<file path="src/rtl/qmem_arbiter_pkg.sv">
// -----------------------------------------------------------------------------
// qmem_arbiter_pkg
// Shared definitions for the two-master QMEM arbiter: the 1-bit master index
// type, the index constants and the reset value of the round-robin history.
// No ports (package).
// -----------------------------------------------------------------------------
package qmem_arbiter_pkg;

  // Index of a master on the arbiter (two masters -> one bit).
  typedef logic mst_idx_t;

  localparam mst_idx_t MST0 = 1'b0;
  localparam mst_idx_t MST1 = 1'b1;

  // "Most recently completed" master after reset. Pointing it at master 1
  // makes master 0 win the very first tie.
  localparam mst_idx_t LAST_RST = MST1;

endpackage : qmem_arbiter_pkg

</file>
<file path="src/rtl/qmem_rr_pick.sv">
// -----------------------------------------------------------------------------
// qmem_rr_pick
// Two-input round-robin pick with transfer lock. Purely combinational.
//
// Ports:
//   i_req[1:0]  request (chip-select) of master 1 / master 0
//   i_last      master that most recently completed a transfer
//   i_lock      a transfer is in progress with wait states
//   i_owner     master holding the lock
//   o_vld       a master is granted
//   o_gnt       index of the granted master (MST0 when o_vld=0)
// -----------------------------------------------------------------------------
module qmem_rr_pick
  import qmem_arbiter_pkg::*;
(
  input  logic [1:0] i_req,
  input  logic       i_last,
  input  logic       i_lock,
  input  logic       i_owner,
  output logic       o_vld,
  output mst_idx_t   o_gnt
);

  always_comb begin
    // NOTE: every output gets a default before any branch, so no path through
    // the block leaves a value unassigned and no latch is inferred.
    o_vld = 1'b0;
    o_gnt = MST0;
    if (i_lock) begin
      o_vld = 1'b1;
      o_gnt = i_owner;
    end else begin
      unique case (i_req)
        2'b01: begin
          o_vld = 1'b1;
          o_gnt = MST0;
        end
        2'b10: begin
          o_vld = 1'b1;
          o_gnt = MST1;
        end
        2'b11: begin
          // Tie: the master that did not complete last goes next.
          o_vld = 1'b1;
          o_gnt = ~i_last;
        end
        default: begin
          o_vld = 1'b0;
          o_gnt = MST0;
        end
      endcase
    end
  end

endmodule : qmem_rr_pick

</file>
<file path="src/rtl/qmem_arbiter.sv">
// -----------------------------------------------------------------------------
// qmem_arbiter
// Two-master to one-slave QMEM arbiter, round-robin, zero added latency.
// The grant is locked from the first wait-state cycle of a transfer until the
// slave answers with ack or err, so the slave sees stable request signals.
//
// Ports:
//   clk, rst_n                   clock, asynchronous active-low reset
//   m0_* / m1_*                  QMEM master ports (cs, we, sel, adr, dat_w in;
//                                dat_r, ack, err out)
//   qs_*                         QMEM slave port (cs, we, sel, adr, dat_w out;
//                                dat_r, ack, err in)
// -----------------------------------------------------------------------------
module qmem_arbiter
  import qmem_arbiter_pkg::*;
#(
  parameter int QAW = 32,
  parameter int QDW = 32,
  parameter int QSW = QDW/8
) (
  input  logic           clk,
  input  logic           rst_n,
  // master 0
  input  logic           m0_cs,
  input  logic           m0_we,
  input  logic [QSW-1:0] m0_sel,
  input  logic [QAW-1:0] m0_adr,
  input  logic [QDW-1:0] m0_dat_w,
  output logic [QDW-1:0] m0_dat_r,
  output logic           m0_ack,
  output logic           m0_err,
  // master 1
  input  logic           m1_cs,
  input  logic           m1_we,
  input  logic [QSW-1:0] m1_sel,
  input  logic [QAW-1:0] m1_adr,
  input  logic [QDW-1:0] m1_dat_w,
  output logic [QDW-1:0] m1_dat_r,
  output logic           m1_ack,
  output logic           m1_err,
  // slave
  output logic           qs_cs,
  output logic           qs_we,
  output logic [QSW-1:0] qs_sel,
  output logic [QAW-1:0] qs_adr,
  output logic [QDW-1:0] qs_dat_w,
  input  logic [QDW-1:0] qs_dat_r,
  input  logic           qs_ack,
  input  logic           qs_err
);

  logic     r_lock;
  mst_idx_t r_owner;
  mst_idx_t r_last;

  logic     w_gnt_vld;
  mst_idx_t w_gnt;
  logic     w_done;

  // The grant is a function of state and chip-selects only; qs_ack/qs_err
  // never reach it, so a slave that acks combinationally cannot form a loop.
  qmem_rr_pick u_pick (
    .i_req   ({m1_cs, m0_cs}),
    .i_last  (r_last),
    .i_lock  (r_lock),
    .i_owner (r_owner),
    .o_vld   (w_gnt_vld),
    .o_gnt   (w_gnt)
  );

  // Without a grant w_gnt is MST0, so the slave sees master 0's signals with
  // qs_cs low. A locked owner that drops cs also yields qs_cs low.
  assign qs_cs    = w_gnt_vld & ((w_gnt == MST1) ? m1_cs : m0_cs);
  assign qs_we    = (w_gnt == MST1) ? m1_we    : m0_we;
  assign qs_sel   = (w_gnt == MST1) ? m1_sel   : m0_sel;
  assign qs_adr   = (w_gnt == MST1) ? m1_adr   : m0_adr;
  assign qs_dat_w = (w_gnt == MST1) ? m1_dat_w : m0_dat_w;

  assign m0_ack   = qs_ack & qs_cs & (w_gnt == MST0);
  assign m0_err   = qs_err & qs_cs & (w_gnt == MST0);
  assign m1_ack   = qs_ack & qs_cs & (w_gnt == MST1);
  assign m1_err   = qs_err & qs_cs & (w_gnt == MST1);

  // Read data is broadcast; each master qualifies it with its own ack.
  assign m0_dat_r = qs_dat_r;
  assign m1_dat_r = qs_dat_r;

  assign w_done   = qs_cs & (qs_ack | qs_err);

  always_ff @(posedge clk or negedge rst_n) begin
    // NOTE: state registers use non-blocking assignments so every register
    // samples the pre-edge values, independent of statement order.
    if (!rst_n) begin
      r_lock  <= 1'b0;
      r_owner <= MST0;
      r_last  <= LAST_RST;
    end else if (w_done) begin
      r_lock  <= 1'b0;
      r_last  <= w_gnt;
    end else if (qs_cs) begin
      // Slave inserted a wait state: hold the grant until ack/err.
      r_lock  <= 1'b1;
      r_owner <= w_gnt;
    end else if (r_lock) begin
      // Locked owner abandoned its request; free the bus, history unchanged.
      r_lock  <= 1'b0;
    end
  end

endmodule : qmem_arbiter

</file>
<file path="config.mk">
export PLATFORM = sky130hd
export DESIGN_NAME = qmem_arbiter
export DESIGN_NICKNAME = d
export VERILOG_FILES = /design/src/rtl/qmem_arbiter_pkg.sv /design/src/rtl/qmem_rr_pick.sv /design/src/rtl/qmem_arbiter.sv
export SDC_FILE = /design/constraint.sdc
export NUM_CORES = 1
export LEC_CHECK = 0
export ABC_AREA = 1
export BUFFER_PORTS_ARGS = -buffer_cell sky130_fd_sc_hd__buf_2
export CAP_MARGIN = 15
export CELL_PAD_IN_SITES_DETAIL_PLACEMENT = 0
export CELL_PAD_IN_SITES_GLOBAL_PLACEMENT = 1
export CORE_AREA = 3 3 122 124
export DETAILED_ROUTE_END_ITERATION = 10
export DIE_AREA = 0 0 125 127
export MAX_ROUTING_LAYER = met4
export PLACE_DENSITY = 0.82
export SLEW_MARGIN = 10
export SYNTH_ARGS = -nofsm -noshare
export SYNTH_HDL_FRONTEND = slang
export SYNTH_SLANG_ARGS = --single-unit
</file>
<file path="constraint.sdc">
create_clock -name clk -period 1.7 [get_ports clk]
set_input_delay 0.34 -clock clk [delete_from_list [all_inputs] [get_ports clk]]
set_output_delay 0.34 -clock clk [all_outputs]
set_load 0.01 [all_outputs]
</file>
# == After elaboration in Yosys (flattened, before gate mapping) ==
# Index checks and enable logic that the tools add are counted.
# W data, S select, Z words.
# word_totals
reg_bits,3
latchBits,0
ramBits,0
rom_bits,0
input_bits,176
output_inout_bits,138
word_cells,31
mem_count,0
# op_classes
addsub,0
multipliers,0
div,0
n_lt_le_gt_ge,0
n_eq_ne,3
shifts,0
mux,11
bitwise,12
reduce_logical,2
# op_table
cell,n
$mux W32,2
$and A1 B1 Y1,8
$mux W1,7
$eq A2 B2 Y1 const B,2
$mux W4,1
$not A1 Y1,3
$reduce_or A3 Y1,1
$eq A2 B1 Y1 const B,1
$pmux W1 S2,1
$reduce_and A2 Y1,1
$or A1 B1 Y1,1

# == Depth between registers and ports, before layout ==
# Gate-level depths: netlist of run 1.
# depth
word_depth,8
ltp_mapped,7
depth_no_buf,6

# == Modules after synthesis ==
# Synthesis of run 1 repeated with hierarchy kept, for this count alone.
# hier_totals
cells_unflattened,319
hier_area_um2,1614.0
# modules_own_cells
module,n_inst,cells_per_inst,area_each_um2,seq_area_each_um2
qmem_arbiter,1,312,1579.0,76.3
qmem_rr_pick,1,7,35.0,0.0

# == Worst setup path before layout of run 1 ==
# Ideal clock, no wire load.
# synth_path
path_type,register to output
startpoint,reg r_last
endpoint,out m0_ack
arrival_ps,1151
t_required_ps,1360
path_slack_ps,209
path_stages_with_launch,7
path_buffers,2
cell_sequence,dfstp_2 > nand2_1 > nand3_1 > nand2_2 > buf_6 > buf_6 > nor2_1
# synth_via
elab_chain_cells,7
word_cells_on_any_way,8
cone_classes,3 x mux; 5 x bitwise
# synth_rtl
item,line,text
"start, declared",qmem_arbiter.sv:54,mst_idx_t r_last;
"start signal, assigned",qmem_arbiter.sv:99,r_last <= w_gnt;
$not A1 Y1 *,qmem_rr_pick.sv:45,o_gnt = ~i_last;
$pmux W1 S2 *,qmem_rr_pick.sv:33,unique case (i_req)
$mux W1 *,qmem_rr_pick.sv:29,if (i_lock) begin
$mux W1,qmem_arbiter.sv:73,assign qs_cs = w_gnt_vld & ((w_gnt == MST1) ? m1_cs : m0_cs);
$and A1 B1 Y1,qmem_arbiter.sv:73,
$and A1 B1 Y1,qmem_arbiter.sv:79,assign m0_ack = qs_ack & qs_cs & (w_gnt == MST0);
$and A1 B1 Y1 *,qmem_arbiter.sv:79,
"end, declared",qmem_arbiter.sv:30,"output logic m0_ack,"
# Mark *: on every way between the ends. The rest lies on a longest branch, timed or not.

# == Final worst setup path of run 1 ==
# layout_path
startpoint,reg r_last
endpoint,out qs_dat_w[24]
# layout_via
elab_chain_cells,4
# layout_rtl
item,line,text
$not A1 Y1,qmem_rr_pick.sv:45,
$pmux W1 S2,qmem_rr_pick.sv:33,
$mux W1,qmem_rr_pick.sv:29,
$mux W32,qmem_arbiter.sv:77,assign qs_dat_w = (w_gnt == MST1) ? m1_dat_w : m0_dat_w;
"end, declared",qmem_arbiter.sv:46,"output logic [QDW-1:0] qs_dat_w,"
# No other way between the ends.

==> impl_results.md, run 1 <==
- ANT nets after route: 0
- Primary FF master, synth: dfrtp_1
- Post-synth top area share: 50.8%
- WL/cell: 12.3 um
- Via/cell ratio: 3.64
- Failing checks: setup timing
- R2R Path Start: r_last
- Die W: 125 um
- Iter 0 DRT Violations: 88
- Total wire length: 8110 um
- Setup WS pre-CTS: -13.7 ps
- Vias in the first global route: 2261
- Number of synthesized register bits: 3
- DRC violations left: 0
- Multi-input gate area: 1020 um2
- GRT Total Usage: 8.76%
- Syn nets: 493
- Fill count: 1624
- Syn-to-layout area delta: 86.1%
- Final hold slack: 394 ps
- Hold Crit Class: input port to register
- Nets: 659
- Post-layout min period: 1900 ps
- Mapped Area: 1580 um2
- Placed insts: 640
- Critical path's slowest cell: dfstp_2
- Reg2reg end: r_owner
- Area occupied by registers: 76.3 um2
- Dominant cell type by area after synthesis: nand2_1
- Htree depth: 1
- Setup crit start kind: register
- Critical path type: register to primary output
- PortBufs: 217
- Skew-Pair Late Insertion Delay: 220 ps
- HPWL Detailed: 5460 um
- Worst-Margin Slew: 249 ps
- Final setup TNS: -11050 ps
- Synthesis warning total: 0
- Routed vias: 2412
- Final Cycle Share: 111%
- Syn Inst Count: 317
- Post-route clock skew: 0.697 ps
- FFs w/ async S/R, synth: 100%
- Core area: 13900 um2
- Largest net degree at the start of global routing: 37
- Routability congestion estimate: 0.728
- DIE AREA: 15900 um2
- Worst Hold Path EP: r_last
- Clock sink count: 3
- CTS clk-pin slew, worst paths: 30 ps
- Chip Height: 127 um
- Worst setup EP type: primary output
- Most common cell in the netlist: nand2_1
- Seq/Total Area, Yosys: 4.83%
- CTS Buf Count: 3
- Most common cell on crit path: nand2_2
- VDD IR max: 0.000463 V
- Status: complete, but fails checks
- Setup violations, final: 73
- Pins over their slew limit: 0
- TritonCTS clock tree: done
- Critical path data required time: 1360 ps
- Power per Cell Area: 547 nW/um2
- Commonest cells post-synth: nand2_1, buf_4, buf_6
- Initial Util: 11.4%
- Syn avg cell area: 4.99 um2
- RSZ-0062 raised after global routing: yes
- Layout cells sized above 1: 59.5%
- CTS Root Buffer Type: clkbuf_16
- Final cell count without fillers: 662
- IO Count: 314
- Grt total ovfl: 0
- Post-synth EDFFs: 0
- Final Power: 1.61 mW
- Max Cap Viol: 0
- Post-synthesis cell type count: 13
- Leakage: 1.88 nW
- Pre-Repair DR Iteration Count: 4
- Reg2Reg Setup Slack: 240 ps
- First-pass GRT wire length: 11000 um
- CP Cell Sequence: nand2_2, nand3_2, nand2_4, clkinv_8, buf_12, buf_16, nand2_2, nand2_1, buf_2
- FP Rows: 43
- DP Area: 2370 um2
- CP arrival: 1560 ps
- Fmax achieved: 0.528 GHz
- Worst slew margin: 83.4%
- Worst hold start: m1_cs
- Initial antenna violation count: 0
- Worst-path fanout max: 8
- Post-Route Utilization: 21.2%
- Worst Setup Slack, final: -195 ps
- Crit-path max cell delay: 530 ps
- Antenna diodes: 0
- Maximum clock path buffer count: 2
- Fin. Hold Viols: 0
- Logic depth of the worst register-to-register path: 8
- Min-Delay Path Depth: 3
- Synth area leaders: nand2_1, buf_4, buf_6
- Fin area: 2940 um2
worst max-delay path by stage:
| stage | cells past startpoint | slack, ps | end | start |
|---|---|---|---|---|
| after floorplan | 6 | 210 | m0_ack | r_last |
| after global placement | 8 | 10 | qs_sel[2] | r_last |
| after detailed placement | 8 | -10 | qs_sel[2] | r_last |
| after CTS | 9 | -200 | qs_dat_w[24] | r_last |
| after global routing | 9 | -290 | qs_adr[9] | r_last |
| final | 9 | -200 | qs_dat_w[24] | r_last |
sequential cells by signal, summed over array words and instances, names as in the netlist:
register  count
r_lock        1
r_owner       1
r_last        1
routing by layer:
metal / vias up / track usage, % / share of wire (%) / routed length (um)
met5: - / - / 0 / 0
met4: 0 / 3.32 / 2.8 / 227
met3: 33 / 2.51 / 11 / 904
met2: 173 / 15.4 / 47 / 3810
met1: 994 / 9.38 / 39 / 3170
li1: 1212 / - / - / -
where the power goes:
| group | internal [mW] | switching (mW) | total (mW) |
|---|---|---|---|
| clock network | 0.310 | 0.0656 | 0.375 |
| logic | 0.567 | 0.581 | 1.15 |
| registers | 0.0819 | 0.00525 | 0.0871 |
| total | 0.959 | 0.652 | 1.61 |
worst max-delay path: cells and delay by family, from the launching register on:
family | cells | cell delay, ps
buffers and inverters | 4 | 480
and+or+nand+nor | 5 | 320
DFF | 1 | 530
cell families after synthesis:
kind of cell           Yosys count  synth area share, %
buffers and inverters           85                 39.7
and+or+nand+nor                229                 55.5
DFF                              3                 4.83
layout make-up:
class                      instances  area share, %
clock buffer                       4           2.68
tap                              180           7.65
inverter                           6           1.19
multi-input combinational        229           34.6
sequential                         3           2.59
timing repair buffer             240           51.3
cells in the final DEF (no fill, tap or decap), drive strengths merged:
cell type,n
clkinv,1
dfrtp,2
buf,237
or2,1
clkbuf,6
nand2,215
dlygate4sd3,1
dfstp,1
nand4,2
inv,5
nor2,5
nand3,6
what timing repair did:
| action | CTS | global route |
|---|---|---|
| endpoints found under the setup margin | 73 | 74 |
| endpoints found under the hold margin | 2 | 0 |
| cloned | 7 | 3 |
| buffers inserted | 9 | 2 |
| gates resized for setup | 40 | 25 |
| hold buffers | 1 | 0 |
| pin swaps | 2 | 6 |
Power figures use the tool's default switching activity.
==> inputs of run 2 (changes only) <==
==> constraint.sdc (replaced) <==
create_clock -name clk -period 1.7 [get_ports clk]
set_input_delay 0.085 -clock clk [delete_from_list [all_inputs] [get_ports clk]]
set_output_delay 0.085 -clock clk [all_outputs]
set_load 0.01 [all_outputs]
==> impl_results.md, run 2 (synthesis results as in run 1) <==
- Layout cells sized above 1: 50.2% (-9.3 points)
- Fin. Hold Viols: 0 (unchanged)
- Status: finished, final reports clean
- Leakage: 1.71 nW (-9.0%)
- IO Count: 314 (unchanged)
- Critical path data required time: 1620 ps (+260 ps)
- CP bufs+invs: 2 (-2)
- Worst setup EP type: primary output
- Commonest cells after routing, fill and taps aside: buf_2, nand2_1, clkbuf_16
- Syn-to-layout area delta: 60.4%
- Worst hold start: m1_cs
- Setup violations, final: 0 (-100%)
- Reg2Reg Setup Slack: 360 ps (+120 ps)
- Max Cap Viol: 0 (unchanged)
- CP Cell Sequence: nand2_1, nand3_2, nand2_4, clkbuf_16, nand2_1, nand2_1, buf_2
- WL/cell: 11.5 um (-6.4%)
- ANT nets after route: 0 (unchanged)
- Via/cell ratio: 3.61 (-1.0%)
- Min-Delay Path Depth: 3 (unchanged)
- Area occupied by registers: 76.3 um2 (unchanged)
- Reg2reg end: r_owner
- Antenna diodes: 0 (unchanged)
- Worst slew margin: 84.1% (+0.73 points)
- CTS clk-pin slew, worst paths: 30 ps (about the same)
- GRT Total Usage: 7.23% (-1.5 points)
- Pins over their slew limit: 0 (unchanged)
- Maximum clock path buffer count: 2 (unchanged)
- Vias in the first global route: 2047 (-9.5%)
- Routed vias: 2330 (-3.4%)
- Post-route clock skew: 1.59 ps (+0.898 ps)
- Worst-Margin Slew: 238 ps (-11.6 ps)
- Worst-path fanout max: 36 (+28)
- Largest net degree at the start of global routing: 74 (+100%)
- DIE AREA: 15900 um2 (unchanged)
- HPWL Detailed: 5230 um (-4.2%)
- CTS Root Buffer Type: clkbuf_16
- Worst Hold Path EP: r_last
- Pre-Repair DR Iteration Count: 4 (unchanged)
- Fill count: 1639 (+0.92%)
- VDD IR max: 0.000536 V (+16%)
- Die W: 125 um (unchanged)
- Nets: 643 (-2.4%)
- CTS Buf Count: 3 (unchanged)
- Initial Util: 11.4% (unchanged)
- Logic depth of the worst register-to-register path: 6 (-2)
- TritonCTS clock tree: done
- Final Power: 1.39 mW (-14%)
- Multi-input gate area: 895 um2 (-12%)
- Critical path's slowest cell: dfstp_2
- RSZ-0062 raised after global routing: yes
- Final cell count without fillers: 646 (-2.4%)
- Grt total ovfl: 0 (unchanged)
- Core area: 13900 um2 (unchanged)
- Clock sink count: 3 (unchanged)
- DRC violations left: 0 (unchanged)
- Critical path type: register to primary output
- FP Rows: 43 (unchanged)
- Most common cell after layout, fill and taps aside: buf_2
- Final Cycle Share: 96.0% (-15 points)
- Fmax achieved: 0.613 GHz (+16%)
- Hold Crit Class: input port to register
- PortBufs: 217 (unchanged)
- Post-layout min period: 1630 ps (-263 ps)
- Routability congestion estimate: 0.742 (+2.0%)
- Crit path max-delay family: flip-flops
- Skew-Pair Late Insertion Delay: 220 ps (about the same)
- First-pass GRT wire length: 9430 um (-14%)
- CP arrival: 1550 ps (about the same)
- Iter 0 DRT Violations: 69 (-22%)
- Largest regs: r_last: 1 flops, r_lock: 1 flops, r_owner: 1 flops
- Initial antenna violation count: 0 (unchanged)
- Setup crit start kind: register
- CP Launch Point: r_last
- Crit-path max cell delay: 520 ps (about the same)
- Placed insts: 638 (-0.31%)
- Power per Cell Area: 548 nW/um2 (about the same)
- Chip Height: 127 um (unchanged)
- Most common cell on crit path: nand2_1
- Htree depth: 1 (unchanged)
- R2R Path Start: r_last
- Total wire length: 7410 um (-8.7%)
[run 2: area by class of cell]
cell class | instances | share of cell area [%]
clock buffers | 4 | 3.11
inverters | 6 | 1.18
multi-input cells | 229 | 35.3
flip-flops and latches | 3 | 3.01
well taps | 180 | 8.88
repair buffers | 224 | 48.5
[run 2: routing by layer]
layer  vias up  wire, um  global-route usage [%]
li1       1174         -                       -
met1       959      2770                    7.61
met2       166      3550                    12.1
met3        31       858                    2.63
met4         0       235                    3.51
met5         -         0                       -
[run 2: worst reg2reg max path, cell delays in order (launching register included)]
cell and delay (ps):
dfstp_2 520, nand2_1 60, nand3_2 80, nand2_4 110, clkbuf_16 230, nand4_1 190
nand2_1 60
[run 2: metrics by stage]
step	worst slack [ps]	TNS, ps	area (um2)	utilization (%)	hold WS, ps
6_report	68.1	0	2540	18.3	128
5_1_grt	-2.10	-3.59	2540	18.3	153
4_1_cts	49.7	0	2440	17.5	119
3_5_place_dp	290	0	2350	16.9	-114
3_3_place_gp	290	0	2350	16.9	-117
2_1_floorplan	464	0	1580	-	-211
[run 2: what timing repair did]
action	in CTS	in global routing
hold endpoints to repair	3	0
hold buffers	1	0
resized for setup	0	8
setup buffers	0	0
endpoints found under the setup margin	0	54
[run 2: worst max-delay path by stage]
stage | to | slack (ps) | depth (start not counted)
detailed placement | qs_dat_w[14] | 290 | 8
global route | qs_dat_w[19] | -2 | 8
global placement | qs_dat_w[19] | 290 | 8
finish | qs_adr[16] | 70 | 7
CTS | qs_dat_w[14] | 50 | 8
floorplan | m0_ack | 460 | 6
[run 2: where the power goes]
| part | internal [mW] | leakage, nW | switching, mW |
|---|---|---|---|
| clock network | 0.310 | 0.0382 | 0.0667 |
| logic | 0.418 | 1.63 | 0.510 |
| registers | 0.0818 | 0.0369 | 0.00384 |
==> inputs of run 3 (changes only) <==
--- a/config.mk
+++ b/config.mk
@@ -5,7 +5,6 @@
 export SDC_FILE = /design/constraint.sdc
 export NUM_CORES = 1
 export LEC_CHECK = 0
-export ABC_AREA = 1
 export BUFFER_PORTS_ARGS = -buffer_cell sky130_fd_sc_hd__buf_2
 export CAP_MARGIN = 15
 export CELL_PAD_IN_SITES_DETAIL_PLACEMENT = 0
@@ -14,7 +13,8 @@
 export DETAILED_ROUTE_END_ITERATION = 10
 export DIE_AREA = 0 0 125 127
 export MAX_ROUTING_LAYER = met4
-export PLACE_DENSITY = 0.82
+export PLACE_DENSITY = 0.74
+export SKIP_LAST_GASP = 1
 export SLEW_MARGIN = 10
 export SYNTH_ARGS = -nofsm -noshare
 export SYNTH_HDL_FRONTEND = slang
==> impl_results.md, run 3 <==
- Worst setup EP type: primary output
- Antenna diodes: 0 (unchanged)
- Final Power: 1.98 mW (+43%)
- Min-Delay Path Depth: 0 (-3)
- GRT met1 Usage: 8.12% (+0.50 points)
- Final Cycle Share: 113% (+17 points)
- Max Cap Viol: 0 (unchanged)
- Worst-path fanout max: 6 (-83%)
- Adder-Cell Fraction of Synth Area: 0% (unchanged)
- Worst Setup Slack, final: -218 ps (-286 ps)
- DRC violations left: 0 (unchanged)
- Setup violations, final: 72 (+72)
- Number of synthesized register bits: 3 (unchanged)
- CP Launch Point: r_last
- Die W: 125 um (unchanged)
- CP Cell Sequence: nand2_2, a22oi_2, buf_4, buf_12, clkbuf_16, mux2_2, buf_6
- Most common cell in the netlist: mux2_2
- PortBufs: 217 (unchanged)
- Crit path max-delay family: buffers and inverters
- Multi-input gate area: 1050 um2 (+17%)
- Commonest cells after routing, fill and taps aside: buf_2, buf_6, mux2_4, mux2_2
- WL/cell: 14.9 um (+30%)
- Power per Cell Area: 638 nW/um2 (+16%)
- Maximum clock path buffer count: 2 (unchanged)
- Primary FF master, synth: dfrtp_1
- RSZ-0062 raised after global routing: yes
- Syn Inst Count: 163 (-49%)
- Main combinational cell family by area after synthesis: multiplexers
- Seq/Total Area, Yosys: 4.96% (+0.14 points)
- Grt total ovfl: 0 (unchanged)
- Setup crit start kind: register
- Hold Crit Class: input port to primary output
- Fin. Hold Viols: 0 (unchanged)
- HPWL Detailed: 5940 um (+14%)
- R2R Path Start: r_last
- Global route hottest layer: met2
- Via/cell ratio: 3.54 (-2.0%)
- GR Util met3: 2.97% (+0.33 points)
- Nets: 508 (-21%)
- First-pass GRT wire length: 10200 um (+8.0%)
- Worst slew margin: 74.3% (-9.8 points)
- Post-synth EDFFs: 0 (unchanged)
- Leakage: 1.71 nW (-0.22%)
- Reg2Reg Setup Slack: 280 ps (-80 ps)
- Htree depth: 1 (unchanged)
- FFs w/ async S/R, synth: 100% (unchanged)
- CTS Buf Count: 3 (unchanged)
- Clock share of power: 18.8% (-8.3 points)
- Syn avg cell area: 9.43 um2 (+89%)
- Synth area leaders: mux2_2, buf_4, buf_6
- Clock sink count: 3 (unchanged)
- Critical path type: register to primary output
- Fmax achieved: 0.521 GHz (-15%)
- Post-synthesis cell type count: 19 (+6)
- Commonest cells post-synth: mux2_2, buf_4, buf_6
- CTS clk-pin slew, worst paths: 30 ps (about the same)
- VDD IR max: 0.000267 V (-50%)
- Comb pwr share: 75.9% (+9.2 points)
- Logic depth of the worst register-to-register path: 7 (+1)
- Critical path data required time: 1620 ps (about the same)
- Critical path's slowest cell: dfstp_2
- Sequential fraction of design power: 5.3% (-0.9 points)
- Failing checks: setup timing
- Post-layout min period: 1920 ps (+286 ps)
- Post-Synth XOR/XNOR Area: 0% (unchanged)
- Met2 Use GR: 15.3% (+3.3 points)
- Dominant cell type by area after synthesis: mux2_2
- GRT Total Usage: 8.33% (+1.1 points)
- Post-synth top area share: 50.5% (-0.26 points)
- Routed vias: 1807 (-22%)
- Chip Height: 127 um (unchanged)
- Fill count: 1528 (-6.8%)
- Core area: 13900 um2 (unchanged)
- Post-Route Utilization: 22.4% (+4.1 points)
- Total wire length: 7630 um (+3.0%)
- Syn-to-layout area delta: 102%
- CP Depth: 7 (unchanged)
- Worst-Margin Slew: 383 ps (+145 ps)
- Crit path to: qs_dat_w[3]
- Post-route clock skew: 0.303 ps (-1.29 ps)
- Net Sw Power: 0.640 mW (+10%)
- Initial Util: 11.1% (-0.32 points)
- Largest net degree at the start of global routing: 12 (-84%)
- Portion of netlist area occupied by mux cells: 51.8% (+52 points)
- Initial antenna violation count: 0 (unchanged)
- CP arrival: 1830 ps (+280 ps)
- Largest regs: r_last: 1 flops, r_lock: 1 flops, r_owner: 1 flops
- Iter 0 DRT Violations: 31 (-55%)
- Pins over their slew limit: 0 (unchanged)
- Area occupied by registers: 76.3 um2 (unchanged)
- Most common cell after layout, fill and taps aside: buf_2
- Routability congestion estimate: 0.752 (+1.3%)
- Syn nets: 339 (-31%)
- TritonCTS clock tree: done
- Status: complete, but fails checks
- Layout cells sized above 1: 94.3% (+44 points)
- Compound-Gate Fraction of Synth Area: 2.69% (+2.7 points)
- Mapped Area: 1540 um2 (-2.8%)
- Pre-Repair DR Iteration Count: 4 (unchanged)
- CP bufs+invs: 4 (+2)
- Crit-path max cell delay: 520 ps (about the same)
- ANT nets after route: 0 (unchanged)
- CTS Root Buffer Type: clkbuf_16
- FP Rows: 43 (unchanged)
- Sw Ratio: 32.3% (-9.5 points)
- DIE AREA: 15900 um2 (unchanged)
- Internal power: 1.34 mW (+66%)
- Vias in the first global route: 1941 (-5.2%)
- Synthesis warning total: 0 (unchanged)
- Reg2reg end: r_owner
- Skew-Pair Late Insertion Delay: 220 ps (about the same)
- IO Count: 314 (unchanged)
- Simple-Gate Fraction of Synth Area: 3.25% (-52 points)
## run 3: cell types whose count changed in the layout (fill, tap and decap cells not counted), moves of 4 or more
cell     change
nand2_1    -211
buf_6       +43
buf_2       -41
mux2_4      +40
mux2_2      +29
buf_4        +5
nand3_1      -5
buf_16       +4
nor2_1       -4
## run 3: area by class of cell
cell class,instances,share of cell area (%)
Clock buffer,4,2.54
Inverter,4,0.483
Multi-Input combinational cell,84,33.8
Sequential cell,3,2.46
Tap cell,180,7.25
Timing Repair Buffer,236,53.5
## run 3: worst min-delay path by stage
stage / startpoint / endpoint / slack [ps]
global route: qs_dat_r[14] / m0_dat_r[14] / 170
floorplan: rst_n / r_lock / -210
detailed placement: rst_n / r_owner / -120
CTS: qs_dat_r[1] / m1_dat_r[1] / 170
finish: qs_dat_r[10] / m0_dat_r[10] / 170
global placement: rst_n / r_lock / -120
## run 3: layer usage
layer	routed length (um)	share of wire [%]
met5	0	0
met4	184	2.4
met3	813	11
met2	4060	53
met1	2580	34
## run 3: cell families (layout without fill, tap and decap cells)
kind of cell,after synthesis,in the layout
simple gates,8,8
mux,71,71
compound gates,5,5
flops,3,3
buf+inv,76,244
## run 3: what timing repair did
item | in CTS | in global routing
gates resized for setup | 66 | 41
hold endpoints to repair | 3 | 0
setup endpoints to repair | 71 | 73
pin swaps | 1 | 2
hold buffers | 1 | 0
buffers inserted | 5 | 0
cloned | 4 | 1
## run 3: power groups by stage
stage                     Clock (mW)  Combinational [mW]  Sequential [mW]
final                          0.373                1.50            0.104
after global routing           0.384                1.61            0.108
after CTS                      0.380                1.36            0.105
after detailed placement           0                1.02            0.104
after global placement             0                1.02            0.104
after floorplan                    0               0.728            0.101
## run 3: through the flow
stage          hold slack, ps  setup slack, ps  cell area (um2)  setup TNS [ps]  std cells
6_report                  170             -218             3110          -11750        511
5_1_grt                   170             -288             3110          -17050        511
4_1_cts                   170             -221             2880          -12990        510
3_5_place_dp             -119             11.0             2380               0        496
3_3_place_gp             -119             9.80             2380               0        496
2_1_floorplan            -211              208             1540               0        163
